**src/rtl/decodificador_multiplexado_pkg.sv**
```systemverilog
// Shared display constants for the multiplexed 7-segment timer display.
// Segment order is {g,f,e,d,c,b,a}, active-low.
package decodificador_multiplexado_pkg;

    localparam int IDX_W = 2;

    localparam logic [6:0] SEG_BLANK = 7'b1111111;
    localparam logic [6:0] SEG_DASH  = 7'b0111111;

    // Element n holds the pattern for digit n.
    localparam logic [9:0][6:0] SEG_DIGIT = {
        7'b0010000,   // 9
        7'b0000000,   // 8
        7'b1111000,   // 7
        7'b0000010,   // 6
        7'b0010010,   // 5
        7'b0011001,   // 4
        7'b0110000,   // 3
        7'b0100100,   // 2
        7'b1111001,   // 1
        7'b1000000    // 0
    };

    typedef enum logic [IDX_W-1:0] {
        DIG_SEG_UNI = 2'd0,
        DIG_SEG_DEZ = 2'd1,
        DIG_MIN_UNI = 2'd2,
        DIG_MIN_DEZ = 2'd3
    } dig_sel_e;

    function automatic logic bcd_invalid(input logic [3:0] d);
        return d > 4'd9;
    endfunction

endpackage

```
**src/rtl/decodificador_multiplexado_if.sv**
```systemverilog
// Display bus: enable/load strobes and BCD digits in, segments/anodes/error out.
interface decodificador_multiplexado_if;

    logic       enablen;
    logic       load;
    logic [3:0] bcd_min_dez;
    logic [3:0] bcd_min_uni;
    logic [3:0] bcd_seg_dez;
    logic [3:0] bcd_seg_uni;
    logic [6:0] seg;
    logic [3:0] an;
    logic       erro;

    modport master (
        output enablen, load, bcd_min_dez, bcd_min_uni, bcd_seg_dez, bcd_seg_uni,
        input  seg, an, erro
    );

    modport slave (
        input  enablen, load, bcd_min_dez, bcd_min_uni, bcd_seg_dez, bcd_seg_uni,
        output seg, an, erro
    );

endinterface

```
**src/rtl/decodificador_multiplexado_bcd_7seg.sv**
```systemverilog
// Combinational BCD to active-low 7-segment decode; codes above 9 show a dash.
module bcd_7seg
    import decodificador_multiplexado_pkg::*;
(
    input  logic [3:0] bcd_i,
    output logic [6:0] seg_o
);

    always_comb begin
        seg_o = SEG_DASH;
        if (!bcd_invalid(bcd_i)) begin
            seg_o = SEG_DIGIT[bcd_i];
        end
    end

endmodule

```
**src/rtl/decodificador_multiplexado.sv**
```systemverilog
// Four-digit multiplexed display driver: latches MM:SS BCD digits and scans
// them onto shared segment lines, one digit every SCAN_DIV clocks.
module decodificador_multiplexado
    import decodificador_multiplexado_pkg::*;
#(
    parameter int SCAN_DIV = 4
) (
    input logic                         clk,
    input logic                         reset,
    decodificador_multiplexado_if.slave disp
);

    localparam int               CNT_W    = $clog2(SCAN_DIV);
    localparam logic [CNT_W-1:0] CNT_LAST = CNT_W'(SCAN_DIV - 1);

    logic [CNT_W-1:0] cnt_q, cnt_d;
    dig_sel_e         idx_q, idx_d;
    logic [3:0]       min_dez_q, min_dez_d;
    logic [3:0]       min_uni_q, min_uni_d;
    logic [3:0]       seg_dez_q, seg_dez_d;
    logic [3:0]       seg_uni_q, seg_uni_d;
    logic             erro_q, erro_d;
    logic [6:0]       seg_q, seg_d;
    logic [3:0]       an_q, an_d;
    logic             wrap;
    logic [3:0]       sel_bcd;
    logic [6:0]       dec_seg;

    always_comb begin
        wrap  = (cnt_q == CNT_LAST);
        cnt_d = wrap ? '0 : cnt_q + 1'b1;
        idx_d = wrap ? dig_sel_e'(idx_q + 1'b1) : idx_q;

        min_dez_d = min_dez_q;
        min_uni_d = min_uni_q;
        seg_dez_d = seg_dez_q;
        seg_uni_d = seg_uni_q;
        if (disp.load) begin
            min_dez_d = disp.bcd_min_dez;
            min_uni_d = disp.bcd_min_uni;
            seg_dez_d = disp.bcd_seg_dez;
            seg_uni_d = disp.bcd_seg_uni;
        end

        erro_d = bcd_invalid(min_dez_q) | bcd_invalid(min_uni_q) |
                 bcd_invalid(seg_dez_q) | bcd_invalid(seg_uni_q);

        case (idx_q)
            DIG_SEG_UNI: sel_bcd = seg_uni_q;
            DIG_SEG_DEZ: sel_bcd = seg_dez_q;
            DIG_MIN_UNI: sel_bcd = min_uni_q;
            default:     sel_bcd = min_dez_q;
        endcase
    end

    bcd_7seg u_bcd_7seg (
        .bcd_i (sel_bcd),
        .seg_o (dec_seg)
    );

    // Leading zero of the minutes is blanked, but its anode still fires so timing stays uniform.
    always_comb begin
        an_d  = ~(4'b0001 << idx_q);
        seg_d = (idx_q == DIG_MIN_DEZ && min_dez_q == 4'd0) ? SEG_BLANK : dec_seg;
        if (disp.enablen) begin
            an_d  = 4'b1111;
            seg_d = SEG_BLANK;
        end
    end

    always_ff @(posedge clk) begin
        if (reset) begin
            cnt_q     <= '0;
            idx_q     <= DIG_SEG_UNI;
            min_dez_q <= 4'd0;
            min_uni_q <= 4'd0;
            seg_dez_q <= 4'd0;
            seg_uni_q <= 4'd0;
            erro_q    <= 1'b0;
            an_q      <= 4'b1111;
            seg_q     <= SEG_BLANK;
        end else begin
            cnt_q     <= cnt_d;
            idx_q     <= idx_d;
            min_dez_q <= min_dez_d;
            min_uni_q <= min_uni_d;
            seg_dez_q <= seg_dez_d;
            seg_uni_q <= seg_uni_d;
            erro_q    <= erro_d;
            an_q      <= an_d;
            seg_q     <= seg_d;
        end
    end

    assign disp.seg  = seg_q;
    assign disp.an   = an_q;
    assign disp.erro = erro_q;

endmodule

```
**src/flat_wrapper.sv**
```systemverilog
// flat-port wrapper written by rule: the top's interface ports become plain ports
module decodificador_multiplexado_flat import decodificador_multiplexado_pkg::*;
#(
    parameter int SCAN_DIV = 4
)
  (clk, reset, disp_enablen, disp_load, disp_bcd_min_dez, disp_bcd_min_uni, disp_bcd_seg_dez, disp_bcd_seg_uni, disp_seg, disp_an, disp_erro);
  decodificador_multiplexado_if disp_i ();
  input logic clk;
  input logic reset;
  input wire logic [$bits(disp_i.enablen)-1:0] disp_enablen;
  input wire logic [$bits(disp_i.load)-1:0] disp_load;
  input wire logic [$bits(disp_i.bcd_min_dez)-1:0] disp_bcd_min_dez;
  input wire logic [$bits(disp_i.bcd_min_uni)-1:0] disp_bcd_min_uni;
  input wire logic [$bits(disp_i.bcd_seg_dez)-1:0] disp_bcd_seg_dez;
  input wire logic [$bits(disp_i.bcd_seg_uni)-1:0] disp_bcd_seg_uni;
  output wire logic [$bits(disp_i.seg)-1:0] disp_seg;
  output wire logic [$bits(disp_i.an)-1:0] disp_an;
  output wire logic [$bits(disp_i.erro)-1:0] disp_erro;
  assign disp_i.enablen = disp_enablen;
  assign disp_i.load = disp_load;
  assign disp_i.bcd_min_dez = disp_bcd_min_dez;
  assign disp_i.bcd_min_uni = disp_bcd_min_uni;
  assign disp_i.bcd_seg_dez = disp_bcd_seg_dez;
  assign disp_i.bcd_seg_uni = disp_bcd_seg_uni;
  assign disp_seg = disp_i.seg;
  assign disp_an = disp_i.an;
  assign disp_erro = disp_i.erro;
  decodificador_multiplexado #(.SCAN_DIV(SCAN_DIV)) u_core (.clk(clk), .reset(reset), .disp(disp_i));
endmodule
```
**config.mk**
```make
export PLATFORM = sky130hd
export DESIGN_NAME = decodificador_multiplexado_flat
export DESIGN_NICKNAME = d
export VERILOG_FILES = /design/src/rtl/decodificador_multiplexado_pkg.sv /design/src/rtl/decodificador_multiplexado_if.sv /design/src/rtl/decodificador_multiplexado_bcd_7seg.sv /design/src/rtl/decodificador_multiplexado.sv /design/src/flat_wrapper.sv
export SDC_FILE = /design/constraint.sdc
export NUM_CORES = 1
export LEC_CHECK = 0
export CAP_MARGIN = 20
export CORE_MARGIN = 1
export CORE_UTILIZATION = 40
export DETAILED_ROUTE_END_ITERATION = 16
export DONT_BUFFER_PORTS = 1
export PLACE_DENSITY_LB_ADDON = 0.05
export REMOVE_ABC_BUFFERS = 1
export SLEW_MARGIN = 20
export SYNTH_ARGS = -nofsm -noshare
export SYNTH_HDL_FRONTEND = slang
export SYNTH_SLANG_ARGS = --single-unit
```
**constraint.sdc**
```tcl
create_clock -name clk -period 3.75 [get_ports clk]
set_input_delay 0.5625 -clock clk [delete_from_list [all_inputs] [get_ports clk]]
set_output_delay 0.5625 -clock clk [all_outputs]
set_load 0.01 [all_outputs]
```
After elaboration in Yosys (flattened, before gate mapping). Memory sizes are Yosys's and may differ from the RTL's. Index checks and enable logic that the tools add are counted.

Eq/ne operators: 4. Add/subtract/negate cells: 2. Order comparisons: 6. Multiplexer cells: 3. Bitwise gates (word level): 4. Shift-type cells: 1. Reductions and logical operators: 7.

Operators by type and width (number): 4-bit > comparator (second input constant) (5); 7-bit two-way mux (2); 4-bit case mux with 3 select lines (1); 2-bit == test (second input constant) (3); 4-bit by 5-bit < comparator with 1-bit output (second input constant) (1); 2-bit by 1-bit adder with 2-bit output (second input constant) (2); 4-bit logical NOT (1); 4-bit NOT (1); 2-bit OR reduction (2); 4-bit OR reduction (1); 1-bit by 2-bit left shift with 4-bit output (first input constant) (1); 1-bit bitwise OR (3); 3-bit OR reduction (1); 2-bit by 1-bit == test with 1-bit output (second input constant) (1); 2-bit logical NOT (1); 1-bit logical AND (1).

Output and inout bits: 12. Input bits: 20. Flip-flop bits (word level): 32. Memories: 1. Logic and storage cells: 38. ROM bits: 112.

Memory list: (name not given) (depth 16, width 7, read ports 1, clocked after memory_dff 0, wr ports 0, line decodificador_multiplexado_bcd_7seg.sv:12) `seg_o = SEG_DIGIT[bcd_i];`.

Depth between registers and ports, before layout.
Depth after elaboration: 5. Depth in mapped cells: 10. Gate-level depth less buffers: 10.

By module. Synthesis repeated with hierarchy kept, for this count alone.

Cell total of the unflattened synthesis: 147. Area total of the unflattened synthesis: 1500.2 um^2.

Modules (own cells, without submodules): decodificador_multiplexado (seq. area each 640.6 um^2, area an instance 1285.0 um^2, times used 1, cells each 122); bcd_7seg (seq. area each 0.0 um^2, area an instance 215.2 um^2, times used 1, cells each 25).

Worst setup path after synthesis. No wires, ideal clock.

Path type: flip-flop to flip-flop. Start: reg u_core.idx_q[0]. End: reg u_core.seg_q[3] (netlist: u_core.disp.seg[3]). Required time: 3671 ps. Arrival time: 2080 ps. Clock period less this slack: 2159 ps. Buffers on the path: 1. Cell stages (with the launch flop): 11. Library setup time: 79 ps. Slack: 1591 ps. Path through: dfxtp_1 > ha_1 > buf_2 > nand2b_1 > a21boi_0 > inv_1 > ha_1 > nor2_1 > nor2b_1 > o311a_2 > o211ai_1.

Cells in the longest elaborated chain, start to end: 4. Elaborated cells on any way between the ends: 10. Those cells by class: order compare: 1; eq/ne: 3; mux: 2; reduce/logical: 3; memory: 1.

RTL lines: start: declaration (line decodificador_multiplexado.sv:17) `dig_sel_e idx_q, idx_d;`; start signal: assignment (line decodificador_multiplexado.sv:84) `idx_q <= idx_d;`; 2-bit == test, or another cell as far along (line decodificador_multiplexado.sv:48) `case (idx_q)`; 4-bit case mux with 3 select lines (line decodificador_multiplexado.sv:48); memory read 16 x 7 bit / 4-bit > comparator (equally long branches); 7-bit two-way mux (not written as such) / 4-bit OR reduction (equally long branches); end signal: assignment (line decodificador_multiplexado.sv:91) `seg_q <= seg_d;`; end: declaration (line decodificador_multiplexado.sv:23) `logic [6:0] seg_q, seg_d;`.

Parallel ways exist; a longest one is shown, timed or not. The select of a mux whose other input is x is not followed. A chain may end at the register's enable or synchronous reset.

Worst setup path in the final report. Ends and elaborated chain as after synthesis.

==> flow_metrics.env <==
export IMPL_finalMaxSlewViolations=0
export IMPL_cp_depth=9
export IMPL_placed_area_sq_um=1393
export IMPL_reg2reg_depth=9
export IMPL_holdPathStages=1
export IMPL_cap_violations=0
export IMPL_grt_pass1_vias=945
export IMPL_rsz0062_at_grt="false"
export IMPL_clock_latency_ps=330
export IMPL_n_antenna_cell=0
export IMPL_slew_headroom_pct=66.31
export IMPL_wl_per_cell_um=14.60
export IMPL_core_sq_um=3128
export IMPL_drt_iter0_drc=52
export IMPL_numCtsBuffers=5
export IMPL_leakage_nw=0.5940
export IMPL_cts_sinks=32
export IMPL_place_congestion=0.7751
export IMPL_post_route_util_pct=46.40
export IMPL_layout_setup_ws_ps=1338
export IMPL_cpLargestDelayFamily="compound AO/OA/AOI/OAI gates"
export IMPL_min_period_over_period_pct=64.31
export IMPL_initial_core_util_pct=43.48
export IMPL_max_stage_delay_ps=410
export IMPL_grt_start_max_net_pins=23
export IMPL_r2r_start="u_core.idx_q[0]$_SDFFE_PP0P_"
export IMPL_synth_top_cell_area_share_pct=47.10
export IMPL_worst_setup_path_start_kind="register"
export IMPL_drive_gt1_share_pct=6.522
export IMPL_status="finished, final reports clean"
export IMPL_worstHoldStart="reset"
export IMPL_fin_setup_tns_ps=0
export IMPL_fin_crit_ps=2412
export IMPL_grt_overflow=0
export IMPL_io_pin_count=32
export IMPL_ys_seq_elements=32
export IMPL_synth_cell_types=30
export IMPL_cts_buffer_depth=2
export IMPL_crit_fanout=9
export IMPL_drtPass1Iterations=4
export IMPL_area_growth_pct=6.716
export IMPL_dp_hpwl_um=2017
export IMPL_cp_required_ps=4010
export IMPL_setup_worst_path_end_class="register"
export IMPL_startpoint="u_core.idx_q[0]$_SDFFE_PP0P_"
export IMPL_syn_avg_cell_area_sq_um=10.07
export IMPL_pwr_density_cell_nw_per_um2=446.4
export IMPL_finalHoldWorstSlack_ps=283.8
export IMPL_synth_cells=135
export IMPL_via_per_inst=5.324
export IMPL_grt_use_total_pct=16.87
export IMPL_cts_htree_levels=2
export IMPL_die_x_um=60.31
export IMPL_port_buffers=0
export IMPL_dr_total_vias=969
export IMPL_nets=166
export IMPL_tritoncts="done"
export IMPL_synthTopCellsByArea="dfxtp_1, mux2i_1, ha_1"
export IMPL_fp_dieH_um=60.31
export IMPL_max_freq_mhz=414.7
export IMPL_worstPathCellList="ha_1, a21oi_1, a21boi_0, inv_1, ha_1, nor2_1, nor2b_1, o311a_2, o211ai_1"
export IMPL_grt_pass1_wl_um=4278
export IMPL_critPathKind="reg -> reg"
export IMPL_preCtsSetupSlack_ps=1342
export IMPL_wl_um=2658
export IMPL_arrival_ps=2670
export IMPL_drcViolationCount=0
export IMPL_cpMostUsedCell="ha_1"
export IMPL_hold_path_class="in -> reg"
export IMPL_cts_repair_resized=0
export IMPL_finalSetupViolCount=0
export IMPL_final_cell_area_sq_um=1451
export IMPL_hold_buffers=0
export IMPL_finClkSkew_ps=3.296
export IMPL_clockRootBuffer="clkbuf_4"
export IMPL_crit_path_top_delay_cell="ha_1"
export IMPL_netlist_area_sq_um=1360
export IMPL_finalHoldViolations=0
export IMPL_worstMarginPinSlew_ps=491.3
export IMPL_clk_pin_slew_worst_paths_ps=90
export IMPL_antenna_found_initial=0
export IMPL_yosysSeqAreaShare_pct=47.10
export IMPL_ant_nets=0
export IMPL_cp_buffers_inverters=1
export IMPL_yosysWarnings=0
export IMPL_cts_setup_buffers=0
export IMPL_core_rowCount=20
export IMPL_yosys_area_top_type="dfxtp_1"
export IMPL_dieArea_sq_um=3637
export IMPL_ir_drop_mv=0.2536
-- final cells by class --
cell class,count,area (sq um)
clock buffer,8,58.81
tap,44,55.05
sequential,32,640.6
fill,317,1677
multi-input combinational,91,670.6
inverter,7,26.28
-- cells in the mapped netlist --
| cell | instances |
|---|---|
| a21boi_0 | 1 |
| a21o_1 | 1 |
| a21oi_1 | 2 |
| a222oi_1 | 3 |
| a22oi_1 | 1 |
| a32oi_1 | 2 |
| a41oi_1 | 1 |
| buf_1 | 1 |
| buf_2 | 3 |
| clkbuf_1 | 1 |
| dfxtp_1 | 32 |
| ha_1 | 9 |
| inv_1 | 7 |
| mux2_2 | 1 |
| mux2_4 | 1 |
| mux2i_1 | 20 |
| nand2_1 | 6 |
| nand2b_1 | 1 |
| nand3_1 | 1 |
| nand3b_1 | 2 |
| nor2_1 | 24 |
| nor2b_1 | 1 |
| nor3_1 | 1 |
| nor3b_1 | 1 |
| o211ai_1 | 2 |
| o21ai_0 | 6 |
| o311a_2 | 1 |
| o41a_1 | 1 |
| o41ai_1 | 1 |
| xnor2_1 | 1 |
-- flip-flops by register name, indices dropped and copies added, names as in the netlist --
| register | flops |
|---|---|
| u_core.disp.seg | 7 |
| u_core.disp.an | 4 |
| u_core.min_dez_q | 4 |
| u_core.min_uni_q | 4 |
| u_core.seg_dez_q | 4 |
| u_core.seg_uni_q | 4 |
| u_core.cnt_q | 2 |
| u_core.idx_q | 2 |
| u_core.disp.erro | 1 |
-- stage by stage --
step / cells / total power [W]
6_report: 182 / 0.0006479
5_1_grt: 182 / 0.0006873
4_1_cts: 182 / 0.0006554
3_5_place_dp: 174 / 0.0004561
3_3_place_gp: 174 / 0.0004525
2_1_floorplan: 130 / 0.0004390
-- final timing paths --
path	end	slack, ps
setup / recovery	u_core.disp.seg[3]$_SDFF_PP1_	1340
hold / removal	u_core.min_dez_q[0]$_SDFFE_PP0P_	280
setup reg to reg	u_core.disp.seg[3]$_SDFF_PP1_	1340
hold reg to reg	u_core.cnt_q[0]$_SDFF_PP0_	430
-- report_power, final --
| group | total [W] | switching (W) | internal, W |
|---|---|---|---|
| Sequential | 0.000380 | 0.0000185 | 0.000362 |
| Clock | 0.000200 | 0.000108 | 0.0000923 |
| Combinational | 0.0000670 | 0.0000338 | 0.0000332 |
-- logic make-up after synthesis --
logic type	Yosys count	synth area share (%)
simple gates	37	11.59
flops	32	47.10
compound gates	22	12.14
mux	22	16.65
buf+inv	12	3.587
fa+ha+maj	9	8.280
xor+xnor	1	0.6441
-- metal layers --
layer	global-route usage, %	share of wire [%]
met2	25.90	45
met4	6.977	1.7
met5	0	0
met1	20.03	47
met3	8.225	7.0
-- layout by cell type, fill, tap and decap left out --
master    count
a21boi_0      1
a21o_1        1
a21oi_1       2
a222oi_1      3
a22oi_1       1
a32oi_1       2
a41oi_1       1
clkbuf_1      2
clkbuf_4      5
clkbuf_8      1
dfxtp_1      32
ha_1          9
inv_1         7
mux2_2        1
mux2_4        1
mux2i_1      20
nand2_1       6
nand2b_1      1
nand3_1       1
nand3b_1      2
nor2_1       24
nor2b_1       1
nor3_1        1
nor3b_1       1
o211ai_1      2
o21ai_0       6
o311a_2       1
o41a_1        1
o41ai_1       1
xnor2_1       1
No activity file was read; power rests on OpenSTA's default activity.
